## src/rtl/sdram_arb_pkg.sv

```systemverilog
// sdram_arb_pkg: shared state enum, master-ID type and default widths for the SDRAM arbiter
package sdram_arb_pkg;
  localparam int ADDR_W = 25;
  localparam int DATA_W = 16;
  localparam int BE_W = 2;
  localparam int MAX_PEND = 4;
  typedef enum logic [1:0] {IDLE, OWN0, OWN1} state_e;
  typedef logic id_t;
endpackage

```

## src/rtl/sdram_arb_id_fifo.sv

```systemverilog
// sdram_arb_id_fifo: in-order read-ID FIFO; push_i/id_i write, pop_i advances, head_o/full_o/empty_o status
module sdram_arb_id_fifo
  import sdram_arb_pkg::*;
#(
  parameter int DEPTH = MAX_PEND
) (
  input  logic clk,
  input  logic rst,
  input  logic push_i,
  input  id_t  id_i,
  input  logic pop_i,
  output id_t  head_o,
  output logic full_o,
  output logic empty_o
);
  localparam int PW = $clog2(DEPTH);
  logic [PW-1:0] wp_q, wp_d, rp_q, rp_d;
  logic [PW:0] cnt_q, cnt_d;
  id_t mem_q [DEPTH];
  logic do_push, do_pop;
  assign full_o = cnt_q == (PW+1)'(DEPTH);
  assign empty_o = cnt_q == '0;
  assign do_push = push_i & !full_o;
  assign do_pop = pop_i & !empty_o;
  assign head_o = mem_q[rp_q];
  always_comb begin
    wp_d = do_push ? wp_q + 1'b1 : wp_q;
    rp_d = do_pop ? rp_q + 1'b1 : rp_q;
    cnt_d = cnt_q + (PW+1)'(do_push) - (PW+1)'(do_pop);
  end
  always_ff @(posedge clk) begin
    if (rst) begin
      wp_q <= '0;
      rp_q <= '0;
      cnt_q <= '0;
    end else begin
      wp_q <= wp_d;
      rp_q <= rp_d;
      cnt_q <= cnt_d;
      if (do_push) mem_q[wp_q] <= id_i;
    end
  end
endmodule

```

## src/rtl/sdram_arbiter.sv

```systemverilog
// sdram_arbiter: round-robin two-master Avalon-MM arbiter; m0_*/m1_* masters, s_* SDRAM slave, err_rdv sticky orphan-data flag
module sdram_arbiter
  import sdram_arb_pkg::*;
#(
  parameter int ADDR_W = sdram_arb_pkg::ADDR_W,
  parameter int DATA_W = sdram_arb_pkg::DATA_W,
  parameter int BE_W = sdram_arb_pkg::BE_W,
  parameter int MAX_PEND = sdram_arb_pkg::MAX_PEND
) (
  input  logic              clk_clk,
  input  logic              reset_reset,
  input  logic [ADDR_W-1:0] m0_address,
  input  logic              m0_read,
  input  logic              m0_write,
  input  logic [DATA_W-1:0] m0_writedata,
  input  logic [BE_W-1:0]   m0_byteenable,
  output logic              m0_waitrequest,
  output logic [DATA_W-1:0] m0_readdata,
  output logic              m0_readdatavalid,
  input  logic [ADDR_W-1:0] m1_address,
  input  logic              m1_read,
  input  logic              m1_write,
  input  logic [DATA_W-1:0] m1_writedata,
  input  logic [BE_W-1:0]   m1_byteenable,
  output logic              m1_waitrequest,
  output logic [DATA_W-1:0] m1_readdata,
  output logic              m1_readdatavalid,
  output logic [ADDR_W-1:0] s_address,
  output logic              s_read,
  output logic              s_write,
  output logic [DATA_W-1:0] s_writedata,
  output logic [BE_W-1:0]   s_byteenable,
  input  logic              s_waitrequest,
  input  logic [DATA_W-1:0] s_readdata,
  input  logic              s_readdatavalid,
  output logic              err_rdv
);
  state_e state_q, state_d;
  logic last_q, last_d, err_q, err_d;
  logic req0, req1, own, own1, sel_rd, sel_wr, sel_req, oth_req;
  logic accept, gw, full, empty;
  id_t head;
  assign req0 = m0_read | m0_write;
  assign req1 = m1_read | m1_write;
  assign own = state_q != IDLE;
  assign own1 = state_q == OWN1;
  assign sel_rd = own1 ? m1_read : m0_read;
  assign sel_wr = own1 ? m1_write : m0_write;
  assign sel_req = sel_rd | sel_wr;
  assign oth_req = own1 ? req0 : req1;
  assign s_address = own1 ? m1_address : m0_address;
  assign s_writedata = own1 ? m1_writedata : m0_writedata;
  assign s_byteenable = own1 ? m1_byteenable : m0_byteenable;
  // read wins over a simultaneous write; reads wait while the ID FIFO is full
  assign s_read = own & sel_rd & !full;
  assign s_write = own & sel_wr & !sel_rd;
  assign accept = (s_read | s_write) & !s_waitrequest;
  assign gw = s_waitrequest | (sel_rd & full) | !(s_read | s_write);
  assign m0_waitrequest = (state_q != OWN0) | gw;
  assign m1_waitrequest = !own1 | gw;
  assign m0_readdata = s_readdata;
  assign m1_readdata = s_readdata;
  assign m0_readdatavalid = s_readdatavalid & !empty & !head;
  assign m1_readdatavalid = s_readdatavalid & !empty & head;
  assign err_rdv = err_q;
  sdram_arb_id_fifo #(.DEPTH(MAX_PEND)) u_fifo (
    .clk(clk_clk),
    .rst(reset_reset),
    .push_i(accept & s_read),
    .id_i(own1),
    .pop_i(s_readdatavalid),
    .head_o(head),
    .full_o(full),
    .empty_o(empty)
  );
  always_comb begin
    state_d = state_q;
    last_d = last_q;
    err_d = err_q | (s_readdatavalid & empty);
    if (!own) begin
      state_d = (req0 & req1) ? (last_q ? OWN0 : OWN1) : req0 ? OWN0 : req1 ? OWN1 : IDLE;
    end else if (accept) begin
      last_d = own1;
      state_d = oth_req ? (own1 ? OWN0 : OWN1) : sel_req ? state_q : IDLE;
    end else if (!sel_req) begin
      state_d = IDLE;
    end
  end
  always_ff @(posedge clk_clk) begin
    if (reset_reset) begin
      state_q <= IDLE;
      last_q <= 1'b1;
      err_q <= 1'b0;
    end else begin
      state_q <= state_d;
      last_q <= last_d;
      err_q <= err_d;
    end
  end
endmodule

```

## config.mk

```make
export PLATFORM = sky130hd
export DESIGN_NAME = sdram_arbiter
export DESIGN_NICKNAME = d
export VERILOG_FILES = /design/src/rtl/sdram_arb_pkg.sv /design/src/rtl/sdram_arb_id_fifo.sv /design/src/rtl/sdram_arbiter.sv
export SDC_FILE = /design/constraint.sdc
export NUM_CORES = 1
export LEC_CHECK = 0
export CORE_AREA = 5 5 71 73
export CTS_BUF_LIST = sky130_fd_sc_hd__clkbuf_4
export DETAILED_ROUTE_END_ITERATION = 6
export DIE_AREA = 0 0 76 78
export DONT_BUFFER_PORTS = 1
export HOLD_SLACK_MARGIN = 0.02
export PLACE_DENSITY = 0.53
export SLEW_MARGIN = 25
export SYNTH_ARGS = -nofsm -noshare
export SYNTH_HDL_FRONTEND = slang
export SYNTH_SLANG_ARGS = --single-unit
```

## constraint.sdc

```tcl
create_clock -name clk_clk -period 2.85 [get_ports clk_clk]
set_input_delay 0.7125 -clock clk_clk [delete_from_list [all_inputs] [get_ports clk_clk]]
set_output_delay 0.7125 -clock clk_clk [all_outputs]
set_load 0.01 [all_outputs]
```

# [After elaboration in Yosys (flattened, before gate mapping)]
# Memories as Yosys holds them, arrays and structs flattened. A register that Yosys moved wholly into a read port is not among the register bits.
# Cells that the tools add are included.
[classes] shifts=0 n_mul=0 mux=20 magnitude_cmp=0 reduce_logical=10 n_eq_ne=3 bitwise=22 n_addsub=4 div=0
[op_table] op="2-to-1 mux 25 bit" n=1
[op_table] op="2-to-1 mux 2 bit" n=12
[op_table] op="2-to-1 mux 16 bit" n=1
[op_table] op="bitwise AND 1 bit" n=13
[op_table] op="OR 1 bit" n=9
[op_table] op="zero test 1 bit" n=7
[op_table] op="2-to-1 mux 1 bit" n=6
[op_table] op="adder 2 x 1 -> 2 bit, second input constant" n=2
[op_table] op="adder 3 x 1 -> 3 bit" n=1
[op_table] op="equality test 3 bit, second input constant" n=1
[op_table] op="zero test 3 bit" n=1
[op_table] op="subtractor 3 x 1 -> 3 bit" n=1
[op_table] op="equality test 2 bit, second input constant" n=1
[op_table] op="inequality test 2 x 1 -> 1 bit, second input constant" n=1
[op_table] op="AND reduction 2 bit" n=1
[op_table] op="nonzero test 2 bit" n=1
[word_totals] elab_cells=66 mem_bits_rw=4 regBits=11 latchBits=0 mem_bits_ro=0 input_bits=110 out_inout_bits=82 mem_count=1
[mem_list] memory="u_fifo.mem_q" depth=4 word_bits=1 rd=1 rd_ports_with_merged_regs=1 write_ports=1 line="sdram_arb_id_fifo.sv:19" rtl="id_t mem_q [DEPTH];"

# [Logic depth before layout (Yosys ltp)]
# Gate-level depths: netlist of the first run.
[logic_depth] ltp_word=11 depth_mapped=9 depth_no_buf=9

# [Hierarchy]
# A second synthesis of the first run with hierarchy kept.
[unflattened] hier_cells=176 area_unflattened_um2=1687.9
[by_module_without_submodules] mod="sdram_arbiter" cells_per_inst=120 instances=1 seq_area_each_um2=80.1 area_each_um2=1056.0
[by_module_without_submodules] mod="sdram_arb_id_fifo" cells_per_inst=56 instances=1 seq_area_each_um2=300.3 area_each_um2=631.9

# [Worst setup path after synthesis of the first run]
# Ideal clock, no wire load.
[synth_path] path_kind="input to output" start="in m1_read" end="out m0_waitrequest" cell_stages=4 setup_slack_ns=0.408 n_path_buf=0 required_ns=2.138 arrival_time_ns=1.729 path_cell_list="nand3b_1 a211o_1 and2_4 a2111o_1"
[synth_via] elab_chain_cells=7 elab_cells_between_ends=11
[synth_rtl] item="from (decl)" line="sdram_arbiter.sv:21" rtl="input logic m1_read,"
[synth_rtl] item="2-to-1 mux 1 bit *" line="sdram_arbiter.sv:47" rtl="assign sel_rd = own1 ? m1_read : m0_read;"
[synth_rtl] item="bitwise AND 1 bit / zero test 1 bit (equally long branches)" line="sdram_arbiter.sv:55, sdram_arbiter.sv:56"
[synth_rtl] item="bitwise AND 1 bit (on tied branches)" line="sdram_arbiter.sv:55, sdram_arbiter.sv:56"
[synth_rtl] item="OR 1 bit" line="sdram_arbiter.sv:58" rtl="assign gw = s_waitrequest | (sel_rd & full) | !(s_read | s_write);"
[synth_rtl] item="zero test 1 bit" line="sdram_arbiter.sv:58"
[synth_rtl] item="OR 1 bit *" line="sdram_arbiter.sv:58"
[synth_rtl] item="OR 1 bit *" line="sdram_arbiter.sv:59" rtl="assign m0_waitrequest = (state_q != OWN0) | gw;"
[synth_rtl] item="to (decl)" line="sdram_arbiter.sv:17" rtl="output logic m0_waitrequest,"
# Every way passes the cells marked *; elsewhere a longest branch is shown, timed or not.

# [Worst setup path after layout of the first run]
[layout_path] start="reg state_q[1]" end="out m0_waitrequest"
[layout_via] elab_chain_cells=8 elab_cells_between_ends=16
[layout_rtl] item="from (decl)" line="sdram_arbiter.sv:38" rtl="state_e state_q, state_d;"
[layout_rtl] item="from (signal assigned)" line="sdram_arbiter.sv:95" rtl="state_q <= state_d;"
[layout_rtl] item="equality test 2 bit" line="sdram_arbiter.sv:46" rtl="assign own1 = state_q == OWN1;"
[layout_rtl] item="2-to-1 mux 1 bit (on tied branches)" line="sdram_arbiter.sv:47, sdram_arbiter.sv:48"
[layout_rtl] item="bitwise AND 1 bit, or another cell as far along" line="sdram_arbiter.sv:55" rtl="assign s_read = own & sel_rd & !full;"
[layout_rtl] item="bitwise AND 1 bit (on tied branches)" line="sdram_arbiter.sv:55, sdram_arbiter.sv:56"
[layout_rtl] item="OR 1 bit" line="sdram_arbiter.sv:58"
[layout_rtl] item="zero test 1 bit" line="sdram_arbiter.sv:58"
[layout_rtl] item="OR 1 bit" line="sdram_arbiter.sv:58"
[layout_rtl] item="OR 1 bit *" line="sdram_arbiter.sv:59"
# Marked as above.

==> results of run 1 <==
-- placed cells by master (no fill, tap or decap), drive strengths merged, types with 2 or more instances in the layout --
cell type	count
inv	9
nand2	140
a21oi	8
nand3b	2
clkbuf	4
ha	6
xnor2	2
or3	2
o21ai	3
dfxtp	13
nor2	8
and2	6
nor2b	2
edfxtp	4
xor2	2
buf	3
-- power groups by stage --
stage	Clock [mW]	Sequential (mW)	Combinational, mW
2_1_floorplan	0	0.339	0.402
3_3_place_gp	0	0.350	0.420
3_5_place_dp	0	0.351	0.422
4_1_cts	0.145	0.345	0.425
5_1_grt	0.161	0.350	0.488
6_report	0.136	0.343	0.416
-- worst min path at each step --
stage / startpoint / endpoint
floorplan: last_q$_SDFFE_PP1P_ / last_q$_SDFFE_PP1P_
global placement: u_fifo.wp_q[0]$_SDFFE_PP0N_ / u_fifo.wp_q[0]$_SDFFE_PP0N_
detailed placement: u_fifo.wp_q[0]$_SDFFE_PP0N_ / u_fifo.wp_q[0]$_SDFFE_PP0N_
CTS: reset_reset / u_fifo.cnt_q[1]$_SDFF_PP0_
global route: reset_reset / u_fifo.wp_q[0]$_SDFFE_PP0N_
finish: reset_reset / u_fifo.cnt_q[1]$_SDFF_PP0_
-- cell families (layout without fill, tap and decap cells) --
group / Yosys count / after routing / share of synthesized area [%]
and+or+nand+nor: 166 / 166 / 41.2
DFF: 17 / 17 / 23.2
AOI/OAI and AO/OA: 18 / 18 / 7.01
muxes: 2 / 2 / 1.98
buffers and inverters: 50 / 16 / 18.7
xor gates and xnor gates: 4 / 4 / 2.13
adders and majority gates: 7 / 7 / 5.79
-- metrics by stage --
step | hold WS [ns] | instances | util, %
after global routing | 0.451 | 282 | 34.6
after global placement | 0.500 | 278 | 33.9
after detailed placement | 0.495 | 278 | 33.9
after floorplan | 0.462 | 264 | -
final | 0.481 | 282 | 34.6
after CTS | 0.465 | 282 | 34.6
-- worst max-delay path: stages, from the launching register on --
cell and delay, ns:
dfxtp_1 0.45, nand3b_1 0.13, a211o_1 0.38, and2_4 0.18, a2111o_1 0.43
-- final cells by class --
type | count | area (µm²) | area share (%)
multi-input combinational | 197 | 955 | 64.2
timing repair buffer | 3 | 22.5 | 1.52
tap | 52 | 65.1 | 4.38
inverter | 9 | 33.8 | 2.27
clock buffer | 4 | 30.0 | 2.02
sequential | 17 | 380 | 25.6
-- metal layers --
metal  vias to the layer above  GRT usage (%)  part of all wire [%]
met2                        96           24.7                    48
li1                        724              -                     -
met5                         -              0                     0
met3                         4           6.60                    11
met1                       607           18.3                    41
met4                         0           2.85                  0.46
==> impl_results.md, run 1 <==
* Worst-Margin Slew at 0.397 ns
* Latest clock arrival within the worst-skew pair at between 0.2 and 0.3 ns
* # hold bufs at CTS at 0
* Final Hold Viols at 0
* Layout Area Growth over Synthesis at -9.52%
* Row cnt at 24
* Setup ws final at 0.278 ns
* Setup WS pre-CTS at 0.352 ns
* Syn Nets at 381
* First-pass GRT wire length at 7360 µm
* Setup crit end kind: output port
* Worst vdd ir at 0.168 mV
* Post-synth top cells: nand2_1 (140), buf_4 (32), dfxtp_1 (13)
* Hold WC Path Type: in2reg
* DP HPWL at 3870 µm
* Placer Congestion at between 0.8 and 0.9
* Crit path time final at approximately 2.6 ns
* Top-area cell type share of the netlist area at 32.0%
* Register area share after synthesis at between 20 and 25%
* Detailed Route Iter0 Violations at 72
* Cell Int Power at 0.517 mW
* Via count at approximately 1400
* Chip Height at 78 µm
* Max_slew headroom at 73.6%
* Reg2reg start: u_fifo.cnt_q[1]$_SDFF_PP0_
* DR pass1 iterations at 4
* RSZ-0062 raised after global routing: false
* Sw Pwr at 0.379 mW
* Distinct cells, synth at 35
* Io pins at 192
* FF-to-FF End: u_fifo.cnt_q[2]$_SDFF_PP0_
* Crit path to: m0_waitrequest
* Die area at 5930 µm²
* Total Neg Setup Slack at 0 ns
* Area after DPL at 1460 µm²
* Setup Skew at 0.00252 ns
* #FFs+latches synth at 17
* GRT Total Usage at 15.0%
* CTS Buf Count at 3
* Maxcap violations at 0
* Final WL at 4590 µm
* Register share of total power at 38.3%
* Post-CTS sizing at 0
* Clock Sink Count at 17
* DRT antenna net count at 0
* Count of input and output buffers at 0
* Max-slew violation count at 0
* Synthesized instance count at 264
* Post-DR vias/cell at 5.07
* Number of synthesis warnings at 0
* Nets at approximately 350
* Clock transition at path regs at around 0.090 ns
* Core Box Area at 4290 µm²
* Initial antenna violation count at 0
* Pwr per Cell Area at 603 nW/µm²
* Clock power share at 15.2%
* Crit path required time at 2.14 ns
* FFs w/ async S/R, synth at 0%
* Initial core utilization at 38.3%
* Post-Syn Area at approximately 1600 µm²
* Gr ovfl total at 0
* Post-synth EDFFs at 4
* Diodes inserted at 0
* Most frequent cell after synthesis: nand2_1
* Vias in the first global route at 1444
* Crit path from: state_q[1]$_SDFF_PP0_
* CTS tree: built
* Worst setup SP type: register
* H-tree levels at 1
* Wire length per cell at 16.3 µm
* Largest net degree at the start of global routing at 40
* Achievable Freq at 0.389 GHz
* Share of cells above drive strength 1 at ~4.8%
* CP arrival at 1.86 ns
* Crit Path Class: reg2out
* Finished layout cell area at 1490 µm²
* Min-Delay Path Depth at 1
* Die width at 76 µm
* Worst R2R Setup Slack at about 0.75 ns
* Tot Pwr at about 0.90 mW
* Mean Syn Cell Area at 6.22 µm²
* Net Sw Frac at a little over two fifths
* Clock Path Buffers at 2
* Status: finished, final reports clean
* Worst reg2reg path depth at 9
* # DRC at 0
* Comb power frac at 46.5%
* Fin crit share at 90.3%
* Fillers at 477
* Synth Flop Type: dfxtp_1
* CP Max Fanout at 7
* Area leader, netlist: nand2_1
* Leakage power at approximately 0.76 nW
* Root cell of the clock tree: clkbuf_4
* Synth top area cells: nand2_1 (32%), dfxtp_1 (16%), buf_4 (15%), edfxtp_1 (7.3%), ha_1 (4.6%)
* Final setup viols at 0
* Post-CTS Setup Inserts at 0
(Power assumes the default switching activity.)
==> run 2: changes to the inputs <==
--- a/config.mk
+++ b/config.mk
@@ -5,13 +5,15 @@
 export SDC_FILE = /design/constraint.sdc
 export NUM_CORES = 1
 export LEC_CHECK = 0
-export CORE_AREA = 5 5 71 73
+export ABC_AREA = 1
+export CORE_AREA = 5 5 72 74
 export CTS_BUF_LIST = sky130_fd_sc_hd__clkbuf_4
 export DETAILED_ROUTE_END_ITERATION = 6
-export DIE_AREA = 0 0 76 78
+export DIE_AREA = 0 0 77 79
 export DONT_BUFFER_PORTS = 1
 export HOLD_SLACK_MARGIN = 0.02
-export PLACE_DENSITY = 0.53
+export PLACE_DENSITY = 0.56
+export SETUP_SLACK_MARGIN = 0.3
 export SLEW_MARGIN = 25
 export SYNTH_ARGS = -nofsm -noshare
 export SYNTH_HDL_FRONTEND = slang
==> run 2 against run 1 <==
  * Largest power group unchanged
  * Via count is 12% higher
  * Cell area rose by 7.2%
  * Flip-flop and latch count is the same
  * Critical path type unchanged
  * Clock power decreased by 3%
==> impl_results.md, run 2 <==
* Status: finished, final reports clean
* Crit Path Class: reg2out
* Chip Height at between 70 and 80 µm
* Clock Path Buffers at 2
* Post-synth top cells: nand2_1 (153), buf_4 (32), inv_1 (30)
* First-pass GRT wire length at 7090 µm
* Detailed Route Iter0 Violations at 76
* Setup WS pre-CTS at 0.574 ns
* Diodes inserted at 0
* H-tree levels at 1
* Vias in the first global route at roughly 1500
* Storage element area at 380 µm²
* Row cnt at 25
* Synth Flop Type: dfxtp_1
* Clock Sink Count at 17
* RSZ-0062 raised after global routing: false
* Distinct cells, synth at 29
* Area of the multi-input gates at 972 µm²
* Post-synth EDFFs at 4
* Min-Delay Path Depth at 1
* # hold bufs at CTS at 0
* Area leader, netlist: nand2_1
* Synthesized instance count at 306
* DRT antenna net count at 0
* Setup crit end kind: output port
* Total Neg Setup Slack at 0 ns
* Post-CTS sizing at 0
* # DRC at 0
* Fin crit share at 80.6%
* Achievable Freq at 0.435 GHz
* Hold Startpoint: reset_reset
* Worst reg2reg path depth at 9
* Top-area cell type share of the netlist area at between 30 and 40%
* Post-CTS Setup Inserts at 0
* Initial antenna violation count at 0
* Die width at 77 µm
* Maxcap violations at 0
* GRT Total Usage at 13.9%
* Register area share after synthesis at 21.4%
* Utilization after layout at 35.1%
* #FFs+latches synth at 17
* Latest clock arrival within the worst-skew pair at 0.29 ns
* Die area at 6080 µm²
* Setup Skew at approximately 0.0073 ns
* CP Max Fanout at 45
* Fillers at a little under 500
* Post-DR vias/cell at 4.95
* Fin cells at 324
* Hold WC Path Type: in2reg
* Final setup viols at 0
* Layout Area Growth over Synthesis at -10.4%
* Worst R2R Setup Slack at 0.86 ns
* Count of input and output buffers at 0
* Final Hold Viols at 0
* Tot Pwr at 1.19 mW
* Post-Syn Area at 1780 µm²
* Placed cells at between 300 and 400
* CP arrival at 1.58 ns
* Wire length per cell at 13.7 µm
* Nets at between 300 and 400
* Root cell of the clock tree: clkbuf_4
* Max-slew violation count at 0
* Crit path required time at 2.14 ns
* Max_slew headroom at 70.3%
* Synth top area cells: nand2_1 (32%), dfxtp_1 (15%), buf_4 (14%), edfxtp_1 (6.8%), inv_1 (6.3%)
* Setup ws final at 0.553 ns
* Mean Syn Cell Area at 5.81 µm²
* Hold slack at 0.463 ns
* Gr ovfl total at 0
* Crit path time final at 2.30 ns
* Final WL at 4450 µm
* Worst vdd ir at 0.198 mV
* Worst-Margin Slew at 0.444 ns
* Crit path from: state_q[0]$_SDFF_PP0_
* Via count at 1603
* Most frequent cell after synthesis: nand2_1
* Number of synthesis warnings at 0
* Area after DPL at 1570 µm²
* Leakage power at 0.900 nW
* Most frequent cells in the layout: nand2_1 (153), inv_1 (30), nand3_1 (14), nor2_1 (14), dfxtp_1 (13)
* Clock transition at path regs at 0.11 ns
* CTS Buf Count at 3
* Largest net degree at the start of global routing at 50
* FFs w/ async S/R, synth at 0%
* Commonest non-fill, non-tap cell in the layout: nand2_1
* Io pins at 192
* Syn Nets at 423
* Finished layout cell area at ~1600 µm²
* Worst setup SP type: register
* Core Box Area at 4540 µm²
* Pwr per Cell Area at 747 nW/µm²
* CTS tree: built
* Reg2reg start: u_fifo.cnt_q[1]$_SDFF_PP0_
* Placer Congestion at 0.829
* DP HPWL at between 3000 and 4000 µm
* DR pass1 iterations at 4
* Initial core utilization at 39.2%
* Share of cells above drive strength 1 at 6.67%
[run 2: power breakdown]
group	internal, mW	switching, mW	leakage (nW)
clock	0.0522	0.0801	0.0177
combinational	0.197	0.512	0.738
sequential	0.305	0.0457	0.144
total	0.554	0.637	0.900
[run 2: path summary, 6_finish.rpt]
kind / endpoint
min reg2reg: register
min: u_fifo.cnt_q[1]$_SDFF_PP0_
max reg2reg: u_fifo.cnt_q[2]$_SDFF_PP0_
max: s_writedata[8]
[run 2: final cells by class]
cell class | instances | area share, %
Clock inverter | 1 | 0.314
Sequential cell | 17 | 23.9
Multi-Input combinational cell | 213 | 61.0
Timing Repair Buffer | 1 | 0.471
Inverter | 35 | 8.71
Clock buffer | 3 | 1.41
Tap cell | 54 | 4.24
[run 2: cells by family (layout without fill, tap and decap cells)]
family	Yosys count	count (layout)	share of synthesized area, %
AOI/OAI and AO/OA	15	15	4.78
adders and majority gates	7	7	5.34
buffers and inverters	76	40	24.0
DFF	17	17	21.4
and+or+nand+nor	191	191	44.5
[run 2: critical path, cell delays in order (launching register included)]
cell     delay [ns]
dfxtp_1        0.38
inv_1          0.11
nand2_2        0.12
buf_4          0.38
nand2_1        0.13
nand2_1        0.15
[run 2: routing by layer]
metal	global-route usage (%)	share of wire [%]	vias up
li1	-	-	821
met1	16.5	39	694
met2	24.0	51	84
met3	4.54	9.1	4
met4	3.95	0.85	0
met5	0	0	-
==> run 3: changes to the inputs <==
--- a/config.mk
+++ b/config.mk
@@ -12,7 +12,7 @@
 export DIE_AREA = 0 0 77 79
 export DONT_BUFFER_PORTS = 1
 export HOLD_SLACK_MARGIN = 0.02
-export PLACE_DENSITY = 0.56
+export PLACE_DENSITY = 0.58
 export SETUP_SLACK_MARGIN = 0.3
 export SLEW_MARGIN = 25
 export SYNTH_ARGS = -nofsm -noshare
==> constraint.sdc (replaced) <==
create_clock -name clk_clk -period 2.05 [get_ports clk_clk]
set_input_delay 0.5125 -clock clk_clk [delete_from_list [all_inputs] [get_ports clk_clk]]
set_output_delay 0.5125 -clock clk_clk [all_outputs]
set_load 0.01 [all_outputs]
==> run 3 against run 2 <==
  * Total power grew 92%
  * Critical path depth grew 3
  * Register-to-register slack lost 0.60 ns
  * Clock skew grew 0.0036 ns
  * Setup slack lost 0.34 ns
  * Hold slack lost 0.21 ns
  * Largest cell class unchanged
  * Highest routed layer unchanged
==> impl_results.md, run 3 (synthesis results as in run 2) <==
* Chip Height at 79 µm
* Final Hold Viols at 0
* GRT Total Usage at ~15%
* Nets at between 400 and 500
* GR Layer Usage met2 at 26.8%
* # hold bufs at CTS at 0
* Achievable Freq at about 0.54 GHz
* Gr ovfl total at 0
* CTS Buf Count at 3
* Cell Chain, Critical Path: inv_8 > nand2_8 > nand2_4 > nand2_4 > clkinv_4 > nand3_4 > nand2_4 > nand3_4
* Row cnt at 25
* Worst-Margin Slew at 0.269 ns
* Final WL at between 5000 and 6000 µm
* Max_slew headroom at 82.0%
* Core Box Area at 4540 µm²
* GRT met1 Usage at 15.7%
* Commonest non-fill, non-tap cell in the layout: nand2_1
* Worst vdd ir at roughly 0.42 mV
* Setup crit end kind: output port
* H-tree levels at 1
* Gr busiest metal: met2
* Total Neg Setup Slack at 0 ns
* Clock Path Buffers at 2
* Latest clock arrival within the worst-skew pair at 0.30 ns
* Crit Path Class: reg2out
* Diodes inserted at 0
* Share of cells above drive strength 1 at a little over a third
* Max-slew violation count at 0
* Status: finished, final reports clean
* Root cell of the clock tree: clkbuf_4
* Clock Sink Count at 17
* RSZ-0062 raised after global routing: true
* Initial core utilization at 39.2%
* Pwr per Cell Area at ~1000 nW/µm²
* DP HPWL at 3840 µm
* Area after DPL at 1610 µm²
* CTS tree: built
* Finished layout cell area at 2190 µm²
* Vias in the first global route at 1643
* FF-to-FF End: u_fifo.cnt_q[1]$_SDFF_PP0_
* Via count at around 1800
* Io pins at 192
* Worst R2R Setup Slack at approximately 0.26 ns
* Worst reg2reg path depth at 12
* Reg2reg start: state_q[0]$_SDFF_PP0_
* Layout Area Growth over Synthesis at 23.1%
* CP arrival at about 1.3 ns
* Placer Congestion at 0.792
* Fin crit share at 89.7%
* Met3 Usage GRT at under 10%
* Worst setup SP type: register
* Fin cells at 346
* Crit-path max cell delay at 0.39 ns
* Clock transition at path regs at 0.11 ns
* Detailed Route Iter0 Violations at 73
* # DRC at 0
* Min-Delay Path Depth at 1
* Final setup viols at 0
* Crit path required time at 1.54 ns
* Die area at between 6000 and 7000 µm²
* CP Max Fanout at 5
* Die width at 77 µm
* Post-DR vias/cell at 5.21
* Placed cells at 321
* Leakage power at 1.09 nW
* Largest net degree at the start of global routing at 50
* Hold Startpoint: reset_reset
* First-pass GRT wire length at 7560 µm
* Most frequent cells in the layout: nand2_1 (114), nand2_2 (26), inv_1 (22)
* Hold worst-path end: u_fifo.cnt_q[1]$_SDFF_PP0_
* Wire length per cell at 15.8 µm
* Most frequent cell on the critical path: nand2_4
* Tot Pwr at 2.29 mW
* Setup Skew at between 0.01 and 0.015 ns
* DR pass1 iterations at 4
* Count of input and output buffers at 0
* Crit path time final at 1.84 ns
* Fillers at 446
* Critical path's slowest cell: dfxtp_4
* Hold WC Path Type: in2reg
* Initial antenna violation count at 0
* DRT antenna net count at 0
* Maxcap violations at 0
run 3: changes by cell type in the layout (fill, tap and decap cells not counted), moves of 3 or more:
cell / change
buf_12: +3
nand2_1: -39
nor2_1: -4
buf_4: +14
inv_1: -8
nand2_4: +16
dfxtp_1: -5
dfxtp_4: +3
inv_2: +5
nand2_2: +22
nor2_4: +3
run 3: per-layer routing:
metal | share of wire [%] | vias up
met4 | 3.1 | 0
met3 | 8.9 | 18
met5 | 0 | -
met1 | 33 | 802
met2 | 55 | 109
li1 | - | 874
run 3: worst max path at each step:
stage	from	endpoint	slack (ns)	depth (start not counted)
3_5_place_dp	state_q[0]$_SDFF_PP0_	u_fifo.cnt_q[1]$_SDFF_PP0_	0.15	11
6_report	state_q[0]$_SDFF_PP0_	m0_waitrequest	0.21	8
5_1_grt	state_q[0]$_SDFF_PP0_	s_address[24]	0.15	6
3_3_place_gp	state_q[0]$_SDFF_PP0_	u_fifo.cnt_q[1]$_SDFF_PP0_	0.18	11
2_1_floorplan	s_readdatavalid	u_fifo.cnt_q[1]$_SDFF_PP0_	0.23	8
4_1_cts	state_q[0]$_SDFF_PP0_	s_address[19]	0.21	5
run 3: per-stage QoR:
stage	util [%]	worst slack, ns	hold WS, ns
after floorplan	-	0.228	0.438
after detailed placement	35.4	0.149	0.457
after CTS	40.3	0.210	0.259
final	48.3	0.211	0.257
after global routing	48.3	0.150	0.256
after global placement	35.4	0.182	0.458
run 3: cell type report:
| cell class | instances | area [µm²] | area share [%] |
|---|---|---|---|
| clock inverters | 1 | 5.00 | 0.228 |
| clock buffers | 3 | 22.5 | 1.03 |
| repair buffers | 21 | 224 | 10.2 |
| flip-flops and latches | 17 | 394 | 18.0 |
| well taps | 54 | 67.6 | 3.08 |
| inverters | 35 | 185 | 8.45 |
| repair inverters | 2 | 27.5 | 1.26 |
| multi-input cells | 213 | 1260 | 57.7 |
run 3: timing repair:
item,in CTS,in global routing
setup buffers,10,8
pin swaps,4,19
setup endpoints to repair,51,51
gates cloned,0,3
resized for setup,31,71
run 3: where the power goes:
group          switching (mW)  internal (mW)  leakage, nW
sequential             0.0818          0.437        0.146
combinational           0.992          0.597        0.928
clock                   0.109         0.0727       0.0177
total                    1.18           1.11         1.09
run 3: critical path, delay by kind of cell (launching register included):
family	cells	cell delay (ns)
buffers and inverters	2	0.14
AND/OR/NAND/NOR	6	0.50
flip-flops	1	0.39
